**src/rtl/tremolo_pkg.sv**
```systemverilog
// Shared types and helpers for the multi-channel tremolo.
package tremolo_pkg;

   typedef enum logic {
      WAVE_TRI = 1'b0,
      WAVE_SQR = 1'b1
   } wave_e;

   typedef enum logic {
      DIR_DOWN = 1'b0,
      DIR_UP   = 1'b1
   } dir_e;

   // Unity gain code for a gain with gain_w fraction bits.
   function automatic int full_scale(input int gain_w);
      return 1 << gain_w;
   endfunction

endpackage

```
**src/rtl/tremolo_lfo.sv**
```systemverilog
// LFO: rate divider, triangle/direction state and the resulting gain.
module tremolo_lfo
   import tremolo_pkg::*;
#(
   parameter int GAIN_W = 8,
   parameter int RATE_W = 20
) (
   input  logic              CLK,
   input  logic              RST,
   input  logic [RATE_W-1:0] rate_div,
   input  logic [GAIN_W:0]   depth,
   input  logic              wave_sel,
   output logic [GAIN_W:0]   lfo_gain
);

   localparam int GW1  = GAIN_W + 1;
   localparam int MULW = 2 * GAIN_W + 2;
   localparam logic [GAIN_W:0] FULL = GW1'(full_scale(GAIN_W));

   logic [RATE_W-1:0] div_cnt_q, div_cnt_d;
   logic [GAIN_W:0]   tri_q, tri_d;
   dir_e              dir_q, dir_d;
   logic              tick;

   logic [GAIN_W:0]   depth_sat;
   logic [GAIN_W:0]   wave;
   logic [MULW-1:0]   mod_prod;

   // Next-state for divider and triangle; triangle advances only on a tick.
   always_comb begin
      tick      = (div_cnt_q >= rate_div);
      div_cnt_d = tick ? '0 : div_cnt_q + RATE_W'(1);
      tri_d     = tri_q;
      dir_d     = dir_q;
      if (tick) begin
         if (dir_q == DIR_DOWN) begin
            if (tri_q != '0) begin
               tri_d = tri_q - GW1'(1);
            end else begin
               dir_d = DIR_UP;
               tri_d = GW1'(1);
            end
         end else begin
            if (tri_q != FULL) begin
               tri_d = tri_q + GW1'(1);
            end else begin
               dir_d = DIR_DOWN;
               tri_d = FULL - GW1'(1);
            end
         end
      end
   end

   // LFO state registers.
   always_ff @(posedge CLK) begin
      if (RST) begin
         div_cnt_q <= '0;
         tri_q     <= FULL;
         dir_q     <= DIR_DOWN;
      end else begin
         div_cnt_q <= div_cnt_d;
         tri_q     <= tri_d;
         dir_q     <= dir_d;
      end
   end

   // Gain from registered state: full scale minus depth-scaled dip below unity.
   always_comb begin
      depth_sat = (depth > FULL) ? FULL : depth;
      if (wave_e'(wave_sel) == WAVE_SQR) begin
         wave = (dir_q == DIR_UP) ? FULL : '0;
      end else begin
         wave = tri_q;
      end
      mod_prod = MULW'(depth_sat) * MULW'(FULL - wave);
      lfo_gain = FULL - GW1'(mod_prod >> GAIN_W);
   end

endmodule

```
**src/rtl/tremolo_mc.sv**
```systemverilog
// Multi-channel tremolo: 2-stage pipeline applying one LFO gain to every channel of a frame.
module tremolo_mc
   import tremolo_pkg::*;
#(
   parameter int DATA_W = 16,
   parameter int NUM_CH = 2,
   parameter int GAIN_W = 8,
   parameter int RATE_W = 20
) (
   input  logic                     CLK,
   input  logic                     RST,
   input  logic [RATE_W-1:0]        rate_div,
   input  logic [GAIN_W:0]          depth,
   input  logic                     wave_sel,
   input  logic                     in_valid,
   input  logic [NUM_CH*DATA_W-1:0] in_data,
   output logic                     out_valid,
   output logic [NUM_CH*DATA_W-1:0] out_data,
   output logic [GAIN_W:0]          lfo_gain
);

   localparam int PROD_W = DATA_W + GAIN_W + 2;

   // Signed sample times unsigned gain, floored back to sample width.
   // The gain never exceeds unity, so the kept bits always hold the full result.
   function automatic logic signed [DATA_W-1:0] scale_floor(
      input logic signed [DATA_W-1:0] s,
      input logic        [GAIN_W:0]   g
   );
      logic signed [PROD_W-1:0] s_x;
      logic signed [PROD_W-1:0] g_x;
      logic signed [PROD_W-1:0] p;
      s_x = PROD_W'(s);
      g_x = $signed({{(PROD_W-GAIN_W-1){1'b0}}, g});
      p   = s_x * g_x;
      return DATA_W'(p >>> GAIN_W);
   endfunction

   logic                     vld_p1_q;
   logic [NUM_CH*DATA_W-1:0] data_p1_q;
   logic [GAIN_W:0]          gain_p1_q;
   logic                     vld_p2_q;
   logic [NUM_CH*DATA_W-1:0] data_p2_q;
   logic [NUM_CH*DATA_W-1:0] data_p2_d;

   tremolo_lfo #(
      .GAIN_W (GAIN_W),
      .RATE_W (RATE_W)
   ) u_lfo (
      .CLK      (CLK),
      .RST      (RST),
      .rate_div (rate_div),
      .depth    (depth),
      .wave_sel (wave_sel),
      .lfo_gain (lfo_gain)
   );

   // Stage 1: capture the frame and the gain in effect before any coincident tick.
   always_ff @(posedge CLK) begin
      if (RST) begin
         vld_p1_q <= 1'b0;
      end else begin
         vld_p1_q <= in_valid;
      end
      if (in_valid) begin
         data_p1_q <= in_data;
         gain_p1_q <= lfo_gain;
      end
   end

   // Per-channel multipliers feeding stage 2.
   for (genvar c = 0; c < NUM_CH; c++) begin : g_ch
      assign data_p2_d[c*DATA_W +: DATA_W] =
         scale_floor($signed(data_p1_q[c*DATA_W +: DATA_W]), gain_p1_q);
   end

   // Stage 2: register scaled frame; output holds between valid frames.
   always_ff @(posedge CLK) begin
      if (RST) begin
         vld_p2_q  <= 1'b0;
         data_p2_q <= '0;
      end else begin
         vld_p2_q <= vld_p1_q;
         if (vld_p1_q) begin
            data_p2_q <= data_p2_d;
         end
      end
   end

   assign out_valid = vld_p2_q;
   assign out_data  = data_p2_q;

endmodule

```
**config.mk**
```make
export PLATFORM = sky130hd
export DESIGN_NAME = tremolo_mc
export DESIGN_NICKNAME = d
export VERILOG_FILES = /design/src/rtl/tremolo_pkg.sv /design/src/rtl/tremolo_lfo.sv /design/src/rtl/tremolo_mc.sv
export SDC_FILE = /design/constraint.sdc
export NUM_CORES = 1
export LEC_CHECK = 0
export ABC_AREA = 0
export CAP_MARGIN = 20
export CORE_UTILIZATION = 52
export CTS_CLUSTER_DIAMETER = 80
export CTS_CLUSTER_SIZE = 24
export DETAILED_ROUTE_END_ITERATION = 6
export PLACE_DENSITY_LB_ADDON = 0.3
export SLEW_MARGIN = 20
export SYNTH_ARGS = -nofsm -noshare
export SYNTH_HDL_FRONTEND = slang
export SYNTH_SLANG_ARGS = --single-unit
```
**constraint.sdc**
```tcl
create_clock -name CLK -period 15 [get_ports CLK]
set_input_delay 3 -clock CLK [delete_from_list [all_inputs] [get_ports CLK]]
set_output_delay 3 -clock CLK [all_outputs]
set_load 0.02 [all_outputs]
```
[Yosys cells after proc, flatten, opt, wreduce, memory -nomap -nowiden]
Index checks and enable logic that the tools add are counted.
Storage, ports and cells
  bits in registers: 105
  input port bits: 65
  logic and storage cells: 30
Cells by class
  $add $sub $neg: 5
  $mul: 3
  magnitude comparators: 2
  equality and inequality tests: 1
  muxes and demuxes: 9
  reductions and logical operators: 2
Operators with widths (count)
  $mux W9: 6
  $mul A16 B10 Y24: 2
  $add A20 B1 Y20 const B: 1
  $ge A20 B20 Y1: 1
  $mul A9 B18 Y17: 1
  $sub A9 B9 Y10 const A: 1
  $add A9 B1 Y9 const B: 1
  $gt A9 B9 Y1 const B: 1
  $ne A9 B9 Y1 const B: 1
  $reduce_bool A9 Y1: 1
  $sub A9 B1 Y9 const B: 1
  $sub A9 B9 Y9 const A: 1
  $mux W1: 3
  $reduce_or A2 Y1: 1

[Longest topological paths before layout]
Gate-level depths: netlist (run 1).
  word-level depth: 5
  mapped depth: 29

[Hierarchy]
Synthesis (run 1) repeated with hierarchy kept, for this count alone.
Unflattened totals
  cell total of the unflattened synthesis: 1918
  area total of the unflattened synthesis: 17269.1 um^2
Modules (own cells, without submodules)
  tremolo_mc: times used 1, cells each 1254, area each 11898.9 um^2, seq. area each 1911.8 um^2
  tremolo_lfo: times used 1, cells each 664, area each 5370.2 um^2, seq. area each 600.6 um^2

[Worst setup path before layout (run 1)]
OpenSTA, ideal clock, no wires.
  kind: input -> output
  start point: input wave_sel
  end point: output lfo_gain[4]
  arrival: 9761 ps
  slack: 2239 ps
  stages on the path: 27
  buffers on the path: 4
  cell sequence: clkbuf_1 > clkbuf_1 > nand2b_1 > ha_1 > clkbuf_1 > nand2_1 > a221o_1 > clkbuf_1 > nand2b_1 > fa_1 > inv_1 > fa_1 > inv_1 > fa_1 > inv_1 > fa_1 > ha_1 > nand4_1 > or4_1 > a21boi_0 > nor2_1 > xor2_1 > ha_1 > and4b_1 > or2_2 > a221o_1 > xnor2_1
On the way
  word-level cells in the longest chain between the ends: 4
Ends and longest elaborated chain
  start: declaration: RTL line tremolo_mc.sv:14  | input logic wave_sel,
  $mux W9: RTL line tremolo_lfo.sv:70  | if (wave_e'(wave_sel) == WAVE_SQR) begin
  $sub A9 B9 Y10: RTL line tremolo_lfo.sv:75  | mod_prod = MULW'(depth_sat) * MULW'(FULL - wave);
  $mul A9 B18 Y17: RTL line tremolo_lfo.sv:75
  $sub A9 B9 Y9: RTL line tremolo_lfo.sv:76  | lfo_gain = FULL - GW1'(mod_prod >> GAIN_W);
  end: declaration: RTL line tremolo_mc.sv:19  | output logic [GAIN_W:0] lfo_gain
No other way between the ends.

[Worst setup path in the final report (run 1)]
  start point: input wave_sel
  end point: output lfo_gain[8]
Same word-level chain as after synthesis.

==> results of run 1 <==
==> power breakdown <==
part / total, mW / internal, mW / switching (mW)
clock network: 0.256 / 0.127 / 0.129
registers: 0.372 / 0.333 / 0.0390
logic: 2.62 / 1.16 / 1.46
total: 3.25 / 1.62 / 1.63
==> critical path: stages <==
cell and delay (ns):
clkdlybuf4s50_1 0.70, nor2_4 0.26, inv_2 0.10, ha_1 0.31, and3b_1 0.20, a221o_1 0.40
nand2b_1 0.22, fa_1 0.52, inv_1 0.05, fa_1 0.50, inv_1 0.05, fa_1 0.47
inv_1 0.05, fa_1 0.47, ha_1 0.33, nand4_1 0.12, or4_1 0.59, a21boi_0 0.40
nor2_1 0.10, xor2_1 0.15, ha_1 0.20, nand2_1 0.06, a21oi_1 0.17, o32ai_1 0.22
o311ai_0 0.46, nand3_1 0.15, xnor2_1 0.20, clkdlybuf4s50_1 0.63
==> cell usage in the layout, fill, tap and decap left out, types with 41 or more instances in the layout <==
cell,n
xnor2_1,55
dfxtp_1,64
and2_1,193
nor2_1,132
nand2_1,185
clkdlybuf4s50_1,104
ha_1,146
fa_1,296
a21oi_1,41
edfxtp_1,41
inv_1,362
==> sequential cells by signal (all words and copies together), names as in the netlist, named ones only <==
register,cells
data_p1_q,32
out_data,32
u_lfo.div_cnt_q,20
gain_p1_q,9
u_lfo.tri_q,9
out_valid,1
vld_p1_q,1
==> how the worst max path moves through the flow <==
stage,start,to,slack (ns),depth (start not counted)
2_1_floorplan,wave_sel,lfo_gain[4],2.24,27
3_3_place_gp,wave_sel,lfo_gain[8],1.20,28
3_5_place_dp,wave_sel,lfo_gain[8],1.01,28
4_1_cts,wave_sel,lfo_gain[8],0.99,28
5_1_grt,wave_sel,lfo_gain[8],0.45,28
6_report,wave_sel,lfo_gain[8],0.91,28
==> kinds of logic after synthesis <==
logic type      share of synthesized area [%]
xor+xnor                                 4.38
fa+ha+maj                                45.0
buf+inv                                  9.25
simple gates                             19.0
mux                                     0.887
compound gates                           6.82
flops                                    14.6
==> cell type report <==
class / instances / area, sq um
tap: 442 / 553
antenna: 1 / 2.50
clock inverter: 5 / 55.1
timing repair buffer: 117 / 1140
multi-input combinational: 1367 / 13100
inverter: 365 / 1370
clock buffer: 11 / 254
fill: 2979 / 13500
sequential: 105 / 2510
==> layer usage <==
| layer | part of all wire [%] | vias to the layer above |
|---|---|---|
| met2 | 53 | 302 |
| li1 | - | 6072 |
| met5 | 0 | - |
| met1 | 42 | 6615 |
| met3 | 3.9 | 38 |
| met4 | 1.7 | 0 |
==> impl_metrics.json, run 1 <==
{
  "post_cts.repair.setup_buffers": 0,
  "ys.flop_type": "dfxtp_1",
  "period_minus_slack_ns": 14.09,
  "die_area_sq_um": 33800,
  "syn_to_final_growth_pct": 10.4,
  "drt-initial-drc-count": 698,
  "clk_latency_ns": 0.39,
  "rsz0062_at_grt": "no",
  "worst_hold_startpoint": "out_data[12]$_SDFFE_PP0P_",
  "die_height_um": 184,
  "power_mw": 3.25,
  "cts_tree": "done",
  "critPathMaxFanout": 18,
  "synthDominantCellAreaShare_pct": 34.4,
  "grtUsageMet1_pct": 31.9,
  "path_clk_slew_ns": 0.08,
  "core-area_sq_um": 32500,
  "finalHoldWorstSlack_ns": 0.490,
  "synth_edf_count": 41,
  "ir_drop_mv": 0.143,
  "worst_r2r_path_depth": 26,
  "setup_viol": 0,
  "post_cts_resized": 0,
  "drt_drc_violations_left": 0,
  "place_congestion": 0.890,
  "grt_max_degree": 43,
  "ys_types": 66,
  "maxCapViolCount": 0,
  "fin_area_sq_um": 19000,
  "hold_path_depth": 2,
  "yosysMostFrequentCell": "inv_1",
  "gr-total-overflow": 0,
  "yosys-top-cells-count": "inv_1, fa_1, and2_1",
  "syn_area_sq_um": 17200,
  "portBuffers": 106,
  "hpwl_um": 31500,
  "place_inst": 2395,
  "r2r_start": "u_lfo.tri_q[2]$_SDFFE_PP0P_",
  "antenna_found_initial": 0,
  "yosys-top-cells-area": "fa_1, ha_1, inv_1",
  "cts_buffer_depth": 2,
  "vias": 13000,
  "place_area_sq_um": 18700,
  "relSlewSlack_pct": 42.5,
  "fin_util_pct": 58.4,
  "tightest_slew_ns": 0.863,
  "synth_fp_nets": 2403,
  "start_util_pct": 52.9,
  "worst_r2r_endpoint": "gain_p1_q[8]$_DFFE_PP_",
  "htreeDepth": 3,
  "outcome": "finished, final reports clean",
  "synth-seq-cells": 105,
  "hold_class": "flip-flop to flip-flop",
  "cts_root_buf": "clkbuf_16",
  "syn_inst": 1896,
  "fin_ws_ns": 0.913,
  "via_per_inst": 5.40,
  "fin_nets": 2472,
  "arrival_ns": 11.09,
  "avgSynthCellArea_sq_um": 9.08,
  "numCtsBuffers": 9,
  "p_leak_nw": 9.18,
  "num_rows": 66,
  "ff2ff_setup_slack_ns": 7.35,
  "layout-drive-gt1-share_pct": 2.28,
  "power_density_nw_per_um2": 171,
  "routed_wl_um": 40500,
  "critical_path_class": "input pin to output pin",
  "fmax_mhz": 71.0,
  "finalCritPeriodShare_pct": 93.9,
  "grt_most_used_layer": "met2",
  "grt_pass1_vias": 14200,
  "chipWidth_um": 184,
  "wl_per_cell_um": 16.8,
  "cts_sinks": 105,
  "finClkSkew_ns": 0.0209,
  "dr.pass1.iters": 6,
  "grtUsageMet2_pct": 47.6,
  "grt_first_pass_wirelength_um": 69000,
  "tns_ns": 0,
  "place_ws_ns": 1.01,
  "cts_hold_buf": 0,
  "pin_count": 107,
  "yosysTopAreaCell": "fa_1",
  "ant_nets": 0,
  "yosysWarnings": 0,
  "min_to": "out_data[12]$_SDFFE_PP0P_",
  "grt_use_total_pct": 26.0,
  "startpoint_type": "input pin",
  "grt_use_met3_pct": 3.03,
  "synthArstFlopShare_pct": 0,
  "finalHoldViolCount": 0,
  "synth-seq-area-share_pct": 14.6,
  "fin_cells": 2413,
  "timing.final.max_slew_violations": 0,
  "end_kind": "output pin",
  "cp.required_ns": 12.00
}
(Power assumes the default switching activity.)
==> run 2, diff against run 1 <==
--- a/config.mk
+++ b/config.mk
@@ -9,5 +9,4 @@
 export CAP_MARGIN = 20
 export CORE_UTILIZATION = 52
-export CTS_CLUSTER_DIAMETER = 80
 export CTS_CLUSTER_SIZE = 24
 export DETAILED_ROUTE_END_ITERATION = 6
==> constraint.sdc (replaced) <==
create_clock -name CLK -period 15 [get_ports CLK]
set_input_delay 3 -clock CLK [delete_from_list [all_inputs] [get_ports CLK]]
set_output_delay 3 -clock CLK [all_outputs]
set_load 0.1 [all_outputs]
==> impl_metrics.json, run 2 (synthesis gave the netlist of run 1 again) <==
{
  "pin_count": 107,
  "arrival_ns": 10.94,
  "outcome": "finished, final reports clean",
  "tightest_slew_ns": 1.10,
  "cp.required_ns": 12.00,
  "rsz0062_at_grt": "no",
  "die_area_sq_um": 33800,
  "drt-initial-drc-count": 616,
  "n_antenna_cell": 0,
  "grt_use_total_pct": 25.6,
  "cts_tree": "done",
  "syn_to_final_growth_pct": 10.2,
  "ir_drop_mv": 0.134,
  "critical_path_class": "input pin to output pin",
  "cts_root_buf": "clkbuf_16",
  "layout-drive-gt1-share_pct": 2.54,
  "htreeDepth": 3,
  "post_cts.repair.setup_buffers": 0,
  "antenna_found_initial": 0,
  "core-area_sq_um": 32500,
  "via_per_inst": 5.36,
  "cts_buffer_depth": 2,
  "grt_max_degree": 43,
  "routed_wl_um": 39900,
  "cts_sinks": 105,
  "relSlewSlack_pct": 26.6,
  "place_congestion": 0.891,
  "startpoint_type": "input pin",
  "num_rows": 66,
  "portBuffers": 106,
  "grt_first_pass_wirelength_um": 67900,
  "die_height_um": 184,
  "finalHoldWorstSlack_ns": 0.490,
  "hpwl_um": 31100,
  "tns_ns": 0,
  "fmax_mhz": 71.7,
  "cts_hold_buf": 0,
  "post_cts_resized": 0,
  "finalCritPeriodShare_pct": 92.9,
  "drt_drc_violations_left": 0,
  "clk_latency_ns": 0.39,
  "critPathMaxFanout": 18,
  "ant_nets": 0,
  "start_util_pct": 52.9,
  "path_clk_slew_ns": 0.08,
  "power_mw": 3.37,
  "finClkSkew_ns": 0.0203,
  "maxCapViolCount": 0,
  "layout_common_cells": "inv_1, fa_1, and2_1",
  "power_density_nw_per_um2": 178,
  "final_common_cell": "inv_1",
  "numCtsBuffers": 9,
  "hold_class": "flip-flop to flip-flop",
  "dr.pass1.iters": 5,
  "period_minus_slack_ns": 13.94,
  "wl_per_cell_um": 16.5,
  "place_area_sq_um": 18700,
  "grt_pass1_vias": 14000,
  "p_leak_nw": 9.19,
  "setup_viol": 0,
  "gr-total-overflow": 0,
  "fin_area_sq_um": 19000,
  "fin_nets": 2472,
  "vias": 12900,
  "timing.final.max_slew_violations": 0,
  "finalHoldViolCount": 0,
  "chipWidth_um": 184,
  "end_kind": "output pin"
}
[run 2: cell types whose count changed in the layout (fill, tap and decap cells not counted), sizes merged]
cell and change:
buf +4, clkdlybuf4s50 -4, clkbuf -1, clkinv +1, clkinvlp -1, diode -1
inv +1
[run 2: layer usage]
metal,routed length (um),track usage (%),vias to the layer above,part of all wire (%)
met3,1430,3.01,54,3.6
li1,-,-,6057,-
met4,998,8.70,0,2.5
met1,16800,31.2,6555,42
met5,0,0,-,0
met2,20700,46.6,265,52
[run 2: cell type report]
| cell class | instances | area (sq um) |
|---|---|---|
| Fill cell | 2949 | 13600 |
| Multi-Input combinational cell | 1367 | 13100 |
| Clock inverter | 6 | 67.6 |
| Sequential cell | 105 | 2510 |
| Inverter | 365 | 1370 |
| Tap cell | 442 | 553 |
| Timing Repair Buffer | 117 | 1130 |
| Clock buffer | 10 | 239 |
[run 2: critical path: stages]
cell and delay, ns:
clkdlybuf4s50_1 0.70, nor2_4 0.25, inv_2 0.09, ha_1 0.30, and3b_1 0.20, a221o_1 0.38, nand2b_1 0.21, fa_1 0.52
inv_1 0.05, fa_1 0.51, inv_1 0.05, fa_1 0.47, inv_1 0.05, fa_1 0.47, ha_1 0.34, nand4_1 0.13
or3_1 0.39, or4_4 0.51, a311o_1 0.39, o31a_1 0.18, nor3_1 0.23, xnor2_1 0.17, xnor2_1 0.17, clkdlybuf4s50_1 1.17
[run 2: final timing paths]
kind	startpoint	to	slack (ns)	depth (start not counted)
max	wave_sel	lfo_gain[7]	1.06	24
min	out_data[1]$_SDFFE_PP0P_	out_data[1]$_SDFFE_PP0P_	0.49	2
max reg2reg	u_lfo.tri_q[2]$_SDFFE_PP0P_	gain_p1_q[8]$_DFFE_PP_	7.25	26
min reg2reg	out_data[1]$_SDFFE_PP0P_	out_data[1]$_SDFFE_PP0P_	0.49	2
[run 2: power breakdown]
| group | switching [mW] | total [mW] | internal, mW |
|---|---|---|---|
| clock | 0.131 | 0.254 | 0.123 |
| sequential | 0.0379 | 0.371 | 0.333 |
| combinational | 1.59 | 2.74 | 1.15 |
| total | 1.76 | 3.37 | 1.61 |
[run 2: stage by stage]
step                      utilization (%)  worst slack, ns  cells
after detailed placement             57.4             1.09   2396
after floorplan                         -            0.173   1896
after global routing                 58.3            0.668   2412
after CTS                            58.3             1.06   2412
after global placement               57.4             1.25   2396
final                                58.3             1.06   2412
